[src/rtl/sw_input_ctrl.sv]
// Switch register write controller: synchronises and debounces the panel switches,
// pulses a write enable once per stable change, and tracks pending/overrun for the CPU.
module sw_input_ctrl #(
  parameter int SW_W            = 2,
  parameter int DEBOUNCE_CYCLES = 4
) (
  input  logic            clk_i,
  input  logic            rst_ni,
  input  logic [SW_W-1:0] sw_raw_i,
  input  logic            rd_i,
  output logic            sw_wen_o,
  output logic [SW_W-1:0] sw_d_o,
  output logic            pend_o,
  output logic            ovf_o
);

  localparam int CNT_W = (DEBOUNCE_CYCLES > 1) ? $clog2(DEBOUNCE_CYCLES) : 1;
  localparam logic [CNT_W-1:0] CNT_LAST = CNT_W'(DEBOUNCE_CYCLES - 1);

  typedef enum logic [1:0] {
    IDLE,
    DEBOUNCE,
    COMMIT
  } state_t;

  state_t            state, state_next;
  logic [SW_W-1:0]   sync_a, sync_v;
  logic [SW_W-1:0]   cand, cand_next;
  logic [SW_W-1:0]   cur, cur_next;
  logic [CNT_W-1:0]  cnt, cnt_next;
  logic              pend, pend_next;
  logic              ovf, ovf_next;

  // Two-flop synchroniser; nothing downstream ever looks at sw_raw_i directly.
  always_ff @(posedge clk_i or negedge rst_ni) begin
    if (!rst_ni) begin
      sync_a <= '0;
      sync_v <= '0;
    end else begin
      sync_a <= sw_raw_i;
      sync_v <= sync_a;
    end
  end

  always_ff @(posedge clk_i or negedge rst_ni) begin
    if (!rst_ni) begin
      state <= IDLE;
      cand  <= '0;
      cur   <= '0;
      cnt   <= '0;
      pend  <= 1'b0;
      ovf   <= 1'b0;
    end else begin
      state <= state_next;
      cand  <= cand_next;
      cur   <= cur_next;
      cnt   <= cnt_next;
      pend  <= pend_next;
      ovf   <= ovf_next;
    end
  end

  always_comb begin
    state_next = state;
    cand_next  = cand;
    cur_next   = cur;
    cnt_next   = cnt;
    pend_next  = pend;
    ovf_next   = ovf;

    case (state)
      IDLE: begin
        if (sync_v != cur) begin
          cand_next  = sync_v;
          cnt_next   = '0;
          state_next = DEBOUNCE;
        end
      end
      DEBOUNCE: begin
        if (sync_v == cur) begin
          cnt_next   = '0;
          state_next = IDLE;
        end else if (sync_v != cand) begin
          cand_next = sync_v;
          cnt_next  = '0;
        end else if (cnt == CNT_LAST) begin
          state_next = COMMIT;
        end else begin
          cnt_next = cnt + CNT_W'(1);
        end
      end
      COMMIT: begin
        cur_next   = cand;
        state_next = IDLE;
      end
      default: begin
        state_next = IDLE;
      end
    endcase

    // A commit coinciding with a read wins: the old value counts as read.
    if (state == COMMIT) begin
      pend_next = 1'b1;
      ovf_next  = rd_i ? 1'b0 : (ovf | pend);
    end else if (rd_i) begin
      pend_next = 1'b0;
      ovf_next  = 1'b0;
    end
  end

  assign sw_wen_o = (state == COMMIT);
  assign sw_d_o   = cand;
  assign pend_o   = pend;
  assign ovf_o    = ovf;

endmodule

[config.mk]
export PLATFORM = sky130hd
export DESIGN_NAME = sw_input_ctrl
export DESIGN_NICKNAME = d
export VERILOG_FILES = /design/src/rtl/sw_input_ctrl.sv
export SDC_FILE = /design/constraint.sdc
export NUM_CORES = 1
export LEC_CHECK = 0
export CORE_MARGIN = 1.5
export CORE_UTILIZATION = 33
export DETAILED_ROUTE_END_ITERATION = 8
export HOLD_SLACK_MARGIN = 0.1
export MAX_ROUTING_LAYER = met4
export PLACE_DENSITY = 0.6
export SKIP_CTS_REPAIR_TIMING = 1
export SYNTH_ARGS = -nofsm -noshare
export SYNTH_HDL_FRONTEND = slang
export SYNTH_SLANG_ARGS = --single-unit
[constraint.sdc]
create_clock -name clk_i -period 1.2 [get_ports clk_i]
set_clock_uncertainty 0.05 [all_clocks]
set_input_delay 0.24 -clock clk_i [delete_from_list [all_inputs] [get_ports clk_i]]
set_output_delay 0.24 -clock clk_i [all_outputs]
set_load 0.01 [all_outputs]
==> qor.txt <==
routed via count divided by cell count - 4.323
buffers added on ports - 9
CTS clk-pin slew, worst paths - 0.09 ns
highest clock rate - 749.1 MHz
wire length of the first global-routing pass - 1.552 mm
via count of the first global-routing pass - 370
Yosys top cell area share - 57.61%
Period minus WS final - 1.335 ns
sequential share of the synthesized area - 57.61%
number of violations reported at the end of detailed-routing iteration 0 - 4
proportion of layout cells with a drive suffix above 1 - 44.12%
count of placed standard cells including taps - 85
peak ir drop on the vdd network - 0.001103 V
clock latency on the worst-skew pair - 0.28 ns
synthesis-stage register bit count - 14
summed instance area of the synthesized netlist - 608.1 sq um
final number of hold-violating endpoints - 0
final-report max-slew violation count - 0
post-route ant nets - 0
slew at the pin closest to its max-slew limit - 0.2596 ns
violated checks - setup timing
Overflow after GRT - 0
ratio of total power to cell area - 1113 nW/um^2
number of cell rows - 15
setup repair after global routing missed its margin - yes
initial standard-cell utilization of the core - 35.22%
cell with the most instances after synthesis - dfrtp_1
level count of the clock H-tree - 1
I/O Pins - 10
Placed Area - 792.0 sq um
Horiz. Die Dim - 45.93 um
Crit. End Element - flip-flop
post-route insts no fill - 93
Total GRT Usage - 11.25%
top cells by area, synth - dfrtp_1, mux2_2, xor2_2, a21boi_4, xor2_1
area growth from synthesis to layout - 45.06%
number of enable-type register cells in the synthesized netlist - 0
RePlAce Congestion - 0.8683
CP Launch Point - sync_v[0]$_DFF_PN0_
WS Path Type - reg2reg
biggest area consumer among synthesized cells - dfrtp_1
core outline area - 1727 sq um
total routed wirelength - 1.035 mm
Worst Setup Slack, final - -0.1350 ns
synthesized net count - 49
instance count of the mapped netlist - 43
Max Cap Violations - 0
WL/cell - 11.13 um
post-synthesis xor/xnor area fraction - 8.230%
via count - 402
vertical die dimension - 45.93 um
mux share of post-synthesis cell area - 7.407%
final layout net count - 75
setup violators final - 6
hold crit path type - in2async
count of unique library cells instantiated by Yosys - 20
static leakage - 0.4763 nW
relative max-transition margin - 82.64%
Synth Area in Compound Gates - 13.58%
maximum number of pins on one net before global-route repair - 15
commonest cells in the netlist - dfrtp_1, mux2_2
Detail Placement HPWL - 768.8 um
share of synthesized cell area in full adder, half adder and majority cells - 2.058%
number of sinks on the clock net - 14
post-layout instance area - 882.1 sq um
remaining routing DRC violations - 0
number of optimization iterations in the first detailed-route pass - 3
startpoint class of the critical path - flip-flop
Power, Total - 0.9817 mW
post-route fraction of the period consumed by the critical path - 111.2%
Die ar. - 2109 sq um
async set-reset flop share out of synthesis - 100.0%
Arrival @ worst endpoint - 1.46 ns
Synth warnings - 0
primary flip-flop cell chosen by synthesis mapping - dfrtp_1
Avg Inst Size Synth - 14.14 sq um
summed negative setup slack over all endpoints - -0.5907 ns
worst flop-to-flop path startpoint - sync_v[0]$_DFF_PN0_
simple-gate share of the synthesized area - 9.877%
run status - finished, violations left
CTS tree - done
largest family of logic cells by synthesized area - compound AO/OA/AOI/OAI gates
antenna violations before repair - 0
# diodes - 0
clock tree buffer depth - 2
post-route core utilization - 51.09%
CTS Root Cell - clkbuf_4
endpoint required time on the critical path - 1.32 ns
Num CTS Buffers - 3
Max FO, Critical Path - 4
-- state kept, by name (all words and copies together) (netlist names) --
register	cells
sync_v	2
cur	2
sync_a	2
state	2
ovf_o	1
cnt	2
pend_o	1
sw_d_o	2
-- placed cells by master, fill, tap and decap left out, types with 2 or more instances in the layout --
cell,netlist,final
xor2_2,2,2
mux2_2,4,4
nor3_1,2,2
xor2_1,2,2
nor2_1,2,2
dlymetal6s2s_1,0,4
a21o_1,2,2
clkdlybuf4s50_1,0,4
inv_1,2,2
dfrtp_1,14,14
buf_4,0,12
clkbuf_4,0,3
-- cells by family after synthesis --
| logic type | count (synthesis) |
|---|---|
| AOI/OAI and AO/OA | 9 |
| xor gates and xnor gates | 4 |
| adders and majority gates | 1 |
| buffers and inverters | 2 |
| DFF | 14 |
| muxes | 4 |
| and+or+nand+nor | 9 |
-- critical path, cell delays in order (launching register included) --
cell and delay [ns]:
dfrtp_1 0.43, xor2_2 0.25, o21ba_4 0.18, mux2_2 0.32
-- final timing paths --
path,end,slack (ns),depth (start not counted)
min reg2reg,sync_v[1]$_DFF_PN0_,0.30,0
max reg2reg,sw_d_o[1]$_DFFE_PN0P_,-0.13,3
max,sw_d_o[1]$_DFFE_PN0P_,-0.13,3
max in group asynchronous,sync_a[1]$_DFF_PN0_,0.71,2
min in group clk_i,sync_v[1]$_DFF_PN0_,0.30,0
min,cnt[0]$_DFFE_PN0P_,0.21,2
-- where the power goes --
| group | internal, mW | switching, mW |
|---|---|---|
| clock network | 0.184 | 0.152 |
| logic | 0.0764 | 0.0619 |
| registers | 0.491 | 0.0156 |
-- layer usage --
layer,track usage (%),vias to the layer above,wire length (um)
li1,-,200,-
met1,13.12,193,436
met2,15.83,9,541
met3,7.540,0,58
met4,2.857,0,0
met5,-,-,0
-- metrics by stage --
| stage | hold WS (ns) | setup WS (ns) |
|---|---|---|
| finish | 0.2114 | -0.1350 |
| CTS | 0.2183 | -0.4646 |
| global placement | 0.2822 | -0.1390 |
| floorplan | -0.1056 | -0.08748 |
| detailed placement | 0.2873 | -0.1896 |
| global route | 0.2186 | -0.2044 |
-- layout make-up --
class                           instances  area, sq um
Multi-Input combinational cell         27        271.5
Fill cell                             167        844.6
Clock buffer                            4        36.28
Tap cell                               25        31.28
Timing Repair Buffer                   21        185.2
Sequential cell                        14        350.3
Inverter                                2        7.507
Power figures use the tool's default switching activity.
